===== src/rtl/store_checker_pkg.sv =====
// Shared types for the store checker: FSM states, failure codes, store payload.
// Latency: n/a (types only).
// Backpressure: n/a (types only).
package store_checker_pkg;

    typedef enum logic [1:0] {
        LOAD = 2'd0,
        RUN  = 2'd1,
        PASS = 2'd2,
        FAIL = 2'd3
    } state_t;

    typedef enum logic [1:0] {
        FC_NONE     = 2'b00,
        FC_MISMATCH = 2'b01,
        FC_TIMEOUT  = 2'b10,
        FC_OVERFLOW = 2'b11
    } fail_code_t;

    typedef struct packed {
        logic [31:0] adr;
        logic [31:0] data;
    } store_t;

endpackage


===== src/rtl/store_fifo.sv =====
// Generic capture FIFO for store_t payloads, DEPTH entries (power of two).
// Latency: pushed entry visible at the head on the cycle after the push edge.
// Backpressure: none upstream; a push while full is dropped unless a pop occurs the same cycle.
module store_fifo
    import store_checker_pkg::*;
#(
    parameter int DEPTH = 4
) (
    input  logic   clk,
    input  logic   reset,
    input  logic   push,
    input  store_t push_dat,
    input  logic   pop,
    output store_t pop_dat,
    output logic   full,
    output logic   empty
);

    localparam int AW = $clog2(DEPTH);

    store_t         mem [DEPTH];
    logic [AW:0]    wr_ptr;
    logic [AW:0]    rd_ptr;
    logic           do_push;
    logic           do_pop;

    assign empty   = (wr_ptr == rd_ptr);
    assign full    = (wr_ptr[AW] != rd_ptr[AW]) && (wr_ptr[AW-1:0] == rd_ptr[AW-1:0]);
    // When full, the head is read out combinationally before the same slot is overwritten.
    assign do_push = push && (!full || pop);
    assign do_pop  = pop && !empty;
    assign pop_dat = mem[rd_ptr[AW-1:0]];

    // Pointer update; the extra MSB distinguishes full from empty.
    always_ff @(posedge clk) begin
        if (reset) begin
            wr_ptr <= '0;
            rd_ptr <= '0;
        end else begin
            if (do_push) wr_ptr <= wr_ptr + 1'b1;
            if (do_pop)  rd_ptr <= rd_ptr + 1'b1;
        end
    end

    // Storage array; contents are don't-care while not covered by the pointers.
    always_ff @(posedge clk) begin
        if (do_push) mem[wr_ptr[AW-1:0]] <= push_dat;
    end

endmodule


===== config.mk =====
export PLATFORM = sky130hd
export DESIGN_NAME = store_fifo
export DESIGN_NICKNAME = d
export VERILOG_FILES = /design/src/rtl/store_checker_pkg.sv /design/src/rtl/store_fifo.sv
export SDC_FILE = /design/constraint.sdc
export NUM_CORES = 1
export LEC_CHECK = 0
export ABC_AREA = 1
export CAP_MARGIN = 25
export CORE_AREA = 2 2 145 147
export CTS_CLUSTER_DIAMETER = 100
export DETAILED_ROUTE_END_ITERATION = 10
export DIE_AREA = 0 0 147 149
export GPL_TIMING_DRIVEN = 0
export MAX_ROUTING_LAYER = met4
export PLACE_DENSITY = 0.77
export SLEW_MARGIN = 10
export SYNTH_ARGS = -nofsm -noshare
export SYNTH_HDL_FRONTEND = slang
export SYNTH_SLANG_ARGS = --single-unit

===== constraint.sdc =====
create_clock -name clk -period 6.1 [get_ports clk]
set_input_delay 1.22 -clock clk [delete_from_list [all_inputs] [get_ports clk]]
set_output_delay 1.22 -clock clk [all_outputs]
set_load 0.05 [all_outputs]

==> summary.log <==
[status] status finished clean
[worst_setup_path] critical setup path kind reg2out
[timing] Setup WS post-layout 2.101 ns
[cells_and_area] P&R area growth vs syn 26.63%
[power] standby leakage power 4.270 nW
[drt] number of DRC markers in iteration 0 310
[timing] Period Utilization, post-route 65.55%
[timing] setup repair after global routing missed its margin no
[clock_tree] cell at the root of the clock tree clkbuf_16
[timing] Fin Clk Skew 0.01289 ns
[global_routing] wire length of the first global-routing pass 33.14 mm
[clock_tree] clock sink total 264
[timing] max-slew violation count 0
[floorplanning] Ports 134
[global_routing] Overflow after GRT 0
[synth] sequential fraction of the synthesis area 78.57%
[clock_tree] CTS HTree Levels 1
[worst_hold_path] hold-critical path depth 2
[synth] post-synth cell types 24
[global_routing] pin count of the biggest net entering global routing 39
[power] power per cell area 380.8 mW/mm2
[placement] Placed Area 0.01189 mm2
[drt] wire length per cell 18.70 um
[synth] Mapped Cells 689
[worst_setup_path] CP max FO 10
[cells_and_area] ant diodes 0
[cells_and_area] Finished Cell Area 0.01265 mm2
[drt] number of vias in the routed layout 6,136
[placement] Port Buffers 133
[floorplanning] width of the chip 147 um
[timing] achievable clock frequency 0.2501 GHz
[clock_tree] number of buffers inserted by hold repair at cts 0
[worst_hold_path] class of the tightest hold or removal check reg2reg
[drt] Post-route DRC 0
[synth] Yosys warning total 0
[synth] main flop type after synthesis edfxtp_1
[timing] hold violation total from the final report 0
[synth] Synth top area share 76.96%
[synth] top post-synthesis cells by area edfxtp_1 (77%), nor2_1 (5.3%), o22ai_1 (4.0%)
[global_routing] GRT Resource Usage Total 20.09%
[placement] setup slack at placement 2.635 ns
[worst_setup_path] worst path cell trace inv_2 -> clkbuf_1 -> o21ai_0 -> o22ai_1 -> clkdlybuf4s50_1
[clock_tree] clock input transition at the sequential cells of the worst setup and hold paths 0.06 ns
[worst_setup_path] data required time of the worst path 4.88 ns
[clock_tree] TritonCTS clock tree built
[timing] pin slew with the least headroom to its limit 0.7283 ns
[global_routing] antenna violations before repair 0
[worst_setup_path] length in cells of the worst reg-to-reg path 8
[clock_tree] CTS max path bufs 3
[worst_setup_path] critical path data arrival time 2.78 ns
[placement] last weighted congestion value of the routability-driven placer 0.7493
[worst_setup_path] element type at the critical path end output pin
[synth] largest area contributor in the synthesized netlist edfxtp_1
[timing] worst-case headroom to the max-slew limit 51.33%
[worst_setup_path] critical-path cell with the highest stage delay clkdlybuf4s50_1
[clock_tree] Skew-Pair Late Insertion Delay 0.52 ns
[clock_tree] number of buffers created by CTS 26
[floorplanning] Die Footprint 0.02190 mm2
[floorplanning] height of the die 149 um
[drt] count of antenna-violating nets left after detailed routing 0
[floorplanning] effective utilization at floorplan 48.59%
[synth] count of state elements after synthesis 264
[drt] post-DR vias/cell 5.331
[synth] post-synthesis instance area 0.009988 mm2
[floorplanning] FP Rows 53
[power] IR drop worst, VDD 0.3548 mV
[worst_setup_path] maximum single-stage delay on the critical path 0.86 ns
[placement] DP Wirelength 13.25 mm
[drt] DR pass1 iterations 5
[worst_setup_path] Reg2Reg Setup Slack 3.77 ns
[synth] number of nets produced by synthesis 762
[job] max_cap viols 0
[synth] FFs w/ async S/R, synth 0%
[cells_and_area] commonest cells after routing, fill and taps aside edfxtp_1 (256), nor2_1 (138), clkdlybuf4s50_1 (133), o21ai_0 (73), o22ai_1 (64)
[cells_and_area] commonest non-fill, non-tap cell in the layout edfxtp_1
[floorplanning] area inside the core boundary 0.02056 mm2
[cells_and_area] net count of the finished layout 931
[timing] Tmin final 3.999 ns
[worst_setup_path] startpoint type of the worst setup path flop
[clock_tree] number of buffers inserted by post-CTS setup repair 0
[synth] synthesized area divided by synthesized cell count 14.50 um2
[synth] number of enable-type register cells in the synthesized netlist 256
[global_routing] vias in the first global route 6,248
[cells_and_area] share of layout cells above drive strength 1 8.790%
[clock_tree] number of gates resized after cts 0
[timing] total of endpoints with negative setup slack in the final report 0
[drt] aggregate routed wire length 21.53 mm
through the flow:
stage	cells	setup TNS (ns)	hold WS, ns	power (W)	util (%)
after global routing	1151	0	0.5267	0.005004	61.53
after global placement	1097	-202.91	0.4916	0.003399	56.74
after detailed placement	1105	0	0.4995	0.003422	57.82
after CTS	1151	0	0.5077	0.004851	61.53
final	1151	0	0.5075	0.004817	61.53
after floorplan	689	0	0.4696	0.002953	-
worst max-delay path, delay by kind of cell (launching register included):
| kind | cells | cell delay [ns] |
|---|---|---|
| buffers and inverters | 3 | 1.48 |
| AOI/OAI and AO/OA | 2 | 0.46 |
| DFF | 1 | 0.32 |
state kept, by name, indices dropped and copies added (netlist names), named ones only:
name and count:
rd_ptr 3, mem 256, wr_ptr 3
report_power, final:
group	total, W	switching (W)	internal [W]
clock	0.00144	0.000608	0.000827
sequential	0.00210	0.0000229	0.00208
combinational	0.00128	0.000867	0.000412
synth_stat cells, drive strengths merged, types with 3 or more instances:
cell type,instances
inv,18
ha,5
a21oi,3
dfxtp,8
buf,24
nand2,16
o21ai,130
clkbuf,17
nand3,3
edfxtp,256
o22ai,64
nor2,141
path summary, 6_finish.rpt:
| kind | from | endpoint |
|---|---|---|
| setup / recovery | flop | pop_dat[0] |
| hold / removal | rd_ptr[2] | rd_ptr[2] |
| setup reg to reg | wr_ptr[1] | mem[2][30] |
| hold reg to reg | rd_ptr[2] | rd_ptr[2] |
layer usage:
layer / wire length, um / part of all wire, % / GRT usage, %
met5: 0 / 0 / -
met4: 369 / 1.7 / 4.615
met3: 1563 / 7.3 / 3.731
met2: 10600 / 49 / 33.03
met1: 8996 / 42 / 26.53
final cells by class:
| type | count | area, um2 |
|---|---|---|
| multi-input combinational | 366 | 1810 |
| buffer | 41 | 282.8 |
| timing repair buffer | 141 | 1529 |
| sequential | 264 | 7848 |
| fill | 1532 | 7909 |
| clock buffer | 43 | 745.7 |
| clock inverter | 3 | 16.27 |
| inverter | 18 | 72.57 |
| tap | 275 | 344.1 |
kinds of logic after synthesis:
group,share of synthesized area (%)
simple gates,6.351
xor+xnor,0.2506
fa+ha+maj,0.6263
flops,78.57
compound gates,10.67
buf+inv,3.532
Power figures use the tool's default switching activity.
